$ cat src/rtl/upcounter_ctrl.sv
// -----------------------------------------------------------------------------
// upcounter_ctrl
//   Sequencing controller for the DFF-based up-counter datapath. It owns the
//   count register and decides each cycle whether the count clears, loads,
//   increments or holds. It also provides start/pause/clear/load control, a
//   programmable terminal count, one-shot or auto-reload operation, and
//   single-cycle done/ovf pulses.
//
//   Optional feature macro: UPCNT_PRESCALE_EN
//     defined   : in RUN, the count advances once every PRESCALE cycles. The
//                 phase is held in a small prescaler counter.
//     undefined : the count advances on every RUN cycle. No prescaler
//                 hardware is built.
//
//   Every output comes straight from a flop. busy is registered together
//   with the state so that it always matches the state register.
// -----------------------------------------------------------------------------
module upcounter_ctrl #(
    parameter int W        = 4,
    parameter int PRESCALE = 4
) (
    input  logic         clk,
    input  logic         rst,
    input  logic         start,
    input  logic         pause,
    input  logic         clear,
    input  logic         load,
    input  logic [W-1:0] load_val,
    input  logic [W-1:0] term_val,
    input  logic         auto_reload,
    output logic [W-1:0] count,
    output logic         busy,
    output logic         done,
    output logic         ovf
);

    // Controller states, 2-bit encoding
    localparam logic [1:0] S_IDLE = 2'd0;
    localparam logic [1:0] S_RUN  = 2'd1;
    localparam logic [1:0] S_HOLD = 2'd2;
    localparam logic [1:0] S_DONE = 2'd3;

    logic [1:0]   state_q,  state_d;
    logic [W-1:0] count_q,  count_d;
    logic [W-1:0] term_q,   term_d;
    logic         reload_q, reload_d;
    logic         busy_q,   busy_d;
    logic         done_q,   done_d;
    logic         ovf_q,    ovf_d;

    // tick qualifies a RUN cycle as a counting cycle
    logic         tick;

`ifdef UPCNT_PRESCALE_EN
    // With PRESCALE=1 the prescaler stays at 0, so it ticks on every cycle.
    localparam int PW = (PRESCALE > 1) ? $clog2(PRESCALE) : 1;

    logic [PW-1:0] psc_q, psc_d;
    logic          launch;
    logic          advance;

    assign tick = (psc_q == PW'(PRESCALE - 1));

    // A start from IDLE or DONE restarts the tick phase at zero.
    assign launch  = (state_d == S_RUN) && ((state_q == S_IDLE) || (state_q == S_DONE));
    // The phase only moves on RUN cycles that do not pause. HOLD freezes it,
    // so counting picks up the same phase when RUN resumes.
    assign advance = (state_q == S_RUN) && !clear && !pause;

    // Prescaler next phase: clear/launch reset it, RUN cycles advance and wrap it.
    always_comb begin
        psc_d = psc_q;
        if (clear || launch) begin
            psc_d = '0;
        end else if (advance) begin
            psc_d = tick ? '0 : psc_q + 1'b1;
        end
    end

    // Prescaler phase register
    always_ff @(posedge clk or posedge rst) begin
        if (rst) begin
            psc_q <= '0;
        end else begin
            psc_q <= psc_d;
        end
    end
`else
    // Every RUN cycle is a tick. PRESCALE only has to be a legal value here.
    localparam bit PRESCALE_OK = (PRESCALE >= 1);
    assign tick = PRESCALE_OK;
`endif

    // Decide the next state, count and pulses, in priority order clear > load > start > pause.
    always_comb begin
        state_d  = state_q;
        count_d  = count_q;
        term_d   = term_q;
        reload_d = reload_q;
        done_d   = 1'b0;
        ovf_d    = 1'b0;

        if (clear) begin
            // Clear from any state goes straight to IDLE and does not pulse.
            state_d = S_IDLE;
            count_d = '0;
        end else if (load && ((state_q == S_IDLE) || (state_q == S_HOLD))) begin
            count_d = load_val;
            // A start with a load in IDLE begins counting from the loaded value.
            // In HOLD the load wins over the pause release, so the state stays put.
            if ((state_q == S_IDLE) && start) begin
                state_d  = S_RUN;
                term_d   = term_val;
                reload_d = auto_reload;
            end
        end else begin
            // A load in RUN or DONE is ignored and normal sequencing applies.
            case (state_q)
                S_IDLE: begin
                    if (start) begin
                        state_d  = S_RUN;
                        term_d   = term_val;
                        reload_d = auto_reload;
                    end
                end
                S_RUN: begin
                    // start is ignored here, so a running count cannot be restarted.
                    if (pause) begin
                        state_d = S_HOLD;
                    end else if (tick) begin
                        // The compare uses the pre-increment count, so a terminal
                        // value of 0 finishes on the first tick.
                        if (count_q == term_q) begin
                            done_d = 1'b1;
                            if (reload_q) begin
                                count_d = '0;
                            end else begin
                                state_d = S_DONE;
                            end
                        end else begin
                            // If the count starts above term_q, it wraps through
                            // all-ones before it can reach the terminal value.
                            ovf_d   = &count_q;
                            count_d = count_q + 1'b1;
                        end
                    end
                end
                S_HOLD: begin
                    // The count is frozen. start is ignored and only the pause
                    // release leaves HOLD.
                    if (!pause) begin
                        state_d = S_RUN;
                    end
                end
                S_DONE: begin
                    if (start) begin
                        state_d  = S_RUN;
                        count_d  = '0;
                        term_d   = term_val;
                        reload_d = auto_reload;
                    end
                end
                default: begin
                    state_d = S_IDLE;
                end
            endcase
        end

        busy_d = (state_d == S_RUN) || (state_d == S_HOLD);
    end

    // Controller and count registers, cleared asynchronously
    always_ff @(posedge clk or posedge rst) begin
        if (rst) begin
            state_q  <= S_IDLE;
            count_q  <= '0;
            term_q   <= '0;
            reload_q <= 1'b0;
            busy_q   <= 1'b0;
            done_q   <= 1'b0;
            ovf_q    <= 1'b0;
        end else begin
            state_q  <= state_d;
            count_q  <= count_d;
            term_q   <= term_d;
            reload_q <= reload_d;
            busy_q   <= busy_d;
            done_q   <= done_d;
            ovf_q    <= ovf_d;
        end
    end

    assign count = count_q;
    assign busy  = busy_q;
    assign done  = done_q;
    assign ovf   = ovf_q;

endmodule

$ cat config.mk
export PLATFORM = sky130hd
export DESIGN_NAME = upcounter_ctrl
export DESIGN_NICKNAME = d
export VERILOG_FILES = /design/src/rtl/upcounter_ctrl.sv
export SDC_FILE = /design/constraint.sdc
export NUM_CORES = 1
export LEC_CHECK = 0
export ABC_AREA = 0
export CAP_MARGIN = 15
export CORE_MARGIN = 4
export CORE_UTILIZATION = 35
export DETAILED_ROUTE_END_ITERATION = 6
export GPL_ROUTABILITY_DRIVEN = 0
export GPL_TIMING_DRIVEN = 0
export PLACE_DENSITY = 0.58
export SETUP_SLACK_MARGIN = 0.5
export SLEW_MARGIN = 30
export SYNTH_ARGS = -nofsm -noshare
export SYNTH_HDL_FRONTEND = slang
export SYNTH_SLANG_ARGS = --single-unit
$ cat constraint.sdc
create_clock -name clk -period 2.8 [get_ports clk]
set_clock_uncertainty 0.2 [all_clocks]
set_input_delay 0.56 -clock clk [delete_from_list [all_inputs] [get_ports clk]]
set_output_delay 0.56 -clock clk [all_outputs]
set_load 0.03 [all_outputs]
==> flow_metrics.env <==
export IMPL_dp_hpwl_um=1590
export IMPL_final_area_mm2=0.00130
export IMPL_wl_per_cell_um=14.9
export IMPL_p_leak_nw=0.563
export IMPL_antennaDiodeCount=0
export IMPL_drt_wl_total_um=2170
export IMPL_ant_nets=0
export IMPL_synth_top_area_cell="dfrtp_1"
export IMPL_period_share=0.797
export IMPL_drt_pass1_iterations=4
export IMPL_route_detailed_drc=0
export IMPL_netlist_top_cells_area="dfrtp_1 (38%), ha_1 (9.4%), mux2_2 (6.1%)"
export IMPL_die_w_um=59.5
export IMPL_fin_nets=139
export IMPL_place_ws_ns=0.268
export IMPL_dp_cells=140
export IMPL_die_area_mm2=0.00354
export IMPL_ys_seq_elements=14
export IMPL_critPathBufInv=1
export IMPL_seq_area_um2=353
export IMPL_vias_per_cell=5.45
export IMPL_core_area_mm2=0.00250
export IMPL_synth_edf_count=0
export IMPL_post_route_min_period_ns=2.23
export IMPL_post_route_util=0.519
export IMPL_synth_main_ff_cell="dfrtp_1"
export IMPL_fmax_mhz=448
export IMPL_critical_path_slowest_cell="clkdlybuf4s50_1"
export IMPL_yosysWarnings=0
export IMPL_netlist_instances=90
export IMPL_clk_latency_ns=0.29
export IMPL_yosysTopAreaCellShare=0.378
export IMPL_setup_viol=0
export IMPL_endpoint_kind="output port"
export IMPL_holdCritPathClass="reg2reg"
export IMPL_clkSlewWorstSetupHoldPaths_ns=0.09
export IMPL_cp_max_fo=6
export IMPL_num_vias=795
export IMPL_multi_input_area_um2=597
export IMPL_grt_max_degree=15
export IMPL_outcome="finished clean"
export IMPL_async_reset_ff_frac=1.00
export IMPL_rsz0062_at_grt="no"
export IMPL_ys_seq_area_frac=0.378
export IMPL_worstPathRequired_ns=2.04
export IMPL_syn_cell_area_um2=927
export IMPL_cts_hold_buffers=0
export IMPL_crit_family="buffers and inverters"
export IMPL_dieHeight_um=59.5
export IMPL_syn_nets=112
export IMPL_ir_drop_mv=0.557
export IMPL_report_final_hold_viol_count=0
export IMPL_synth_area_per_cell_um2=10.3
export IMPL_max_stage_delay_ns=0.71
export IMPL_drive_gt1_frac=0.224
export IMPL_num_io_pins=22
export IMPL_drv_cap=0
export IMPL_fin_ws_ns=0.568
export IMPL_cts_buffers=3
export IMPL_finalPower_mw=1.26
export IMPL_powerDensity_mw_per_mm2=970
export IMPL_arrival_ns=1.47
export IMPL_grt_pass1_vias=829
export IMPL_port_buffers=20
export IMPL_worstMarginPinSlew_ns=0.514
export IMPL_worstSetupPathType="reg2out"
export IMPL_synth_cell_types=32
export IMPL_stdcell_count=146
export IMPL_fp_row_count=18
export IMPL_start_kind="flip-flop"
export IMPL_setup_tns_ns=0
export IMPL_grt_remaining_overflow=0
export IMPL_htreeDepth=1
export IMPL_clk_path_buf_depth=2
export IMPL_drt_iter0_markers=9
export IMPL_grt_pass1_wl_um=3620
export IMPL_antenna_found_initial=0
export IMPL_placed_area_mm2=0.00116
export IMPL_drv_slew=0
export IMPL_grt_usage=0.134
export IMPL_relSlewSlack=0.657
export IMPL_area_growth_pct=39.8
export IMPL_path_cells="clkdlybuf4s50_1"
export IMPL_n_fill_cell=234
export IMPL_initial_utilization=0.371
export IMPL_cts_tree="yes"
export IMPL_whs_ns=0.333
export IMPL_cts_sinks=14
export IMPL_cts_root_buf="clkbuf_4"
-- repair_timing --
item                                    in CTS  in global routing
endpoints found under the setup margin       9                 10
gates resized for setup                      5                 12
buffers inserted                             2                  0
pin swaps                                    3                  2
-- Yosys cell counts (all sizes together), types with 3 or more instances --
library cell	n
mux2	5
nor3	4
nor2b	5
ha	7
nand2	3
xnor2	5
inv	7
nor2	8
a221oi	3
dfrtp	14
-- per-layer routing --
layer	share of wire	global-route usage	vias up
li1	-	-	385
met1	0.41	0.158	391
met2	0.52	0.232	17
met3	0.063	0.0479	2
met4	0.0046	0.0259	0
met5	0	0	-
-- power by group --
group / switching, mW / internal [mW]
clock network: 0.0654 / 0.0792
registers: 0.0987 / 0.280
logic: 0.384 / 0.350
-- registers in the layout, summed over array words and instances (netlist names) --
name      count
busy          1
count         4
done          1
ovf           1
reload_q      1
state_q       2
term_q        4
-- path summary, 6_finish.rpt --
kind / depth (start not counted) / slack [ns] / end / from
min: 1 / 0.33 / term_q[2] / term_q[2]
max in group asynchronous: 2 / 1.62 / state_q[0] / rst
max reg2reg: 7 / 0.62 / reload_q / state_q[0]
min in group asynchronous: 2 / 0.40 / term_q[1] / rst
max: 1 / 0.57 / count[2] / count[2]
min reg2reg: 1 / 0.33 / term_q[2] / term_q[2]
-- area by class of cell --
class | count | area share
Sequential cell | 14 | 0.272
Multi-Input combinational cell | 67 | 0.460
Tap cell | 30 | 0.0290
Buffer | 2 | 0.00676
Inverter | 7 | 0.0203
Timing Repair Buffer | 22 | 0.183
Clock buffer | 4 | 0.0280
-- cells by family (layout without fill, tap and decap cells) --
family	Yosys count	in the layout	share of synthesized area
xor gates and xnor gates	7	7	0.0661
DFF	14	14	0.378
AOI/OAI and AO/OA	17	17	0.184
and+or+nand+nor	31	31	0.179
adders and majority gates	7	7	0.0945
buffers and inverters	9	35	0.0378
muxes	5	5	0.0607
-- placed cells by master (no fill, tap or decap), types with 2 or more instances in the layout --
master,instances
a221oi_2,3
a31oi_1,2
and2_1,2
clkbuf_4,3
clkdlybuf4s50_1,16
dfrtp_1,12
dfrtp_2,2
dlymetal6s2s_1,4
ha_1,4
ha_4,2
inv_1,5
inv_2,2
mux2_2,5
nand2_1,3
nand3_1,2
nand4_1,2
nor2_1,7
nor2b_1,5
nor3_1,4
nor4_1,2
o211ai_1,2
o311a_1,2
xnor2_1,5
xor2_1,2
No activity file was read; power rests on OpenSTA's default activity.
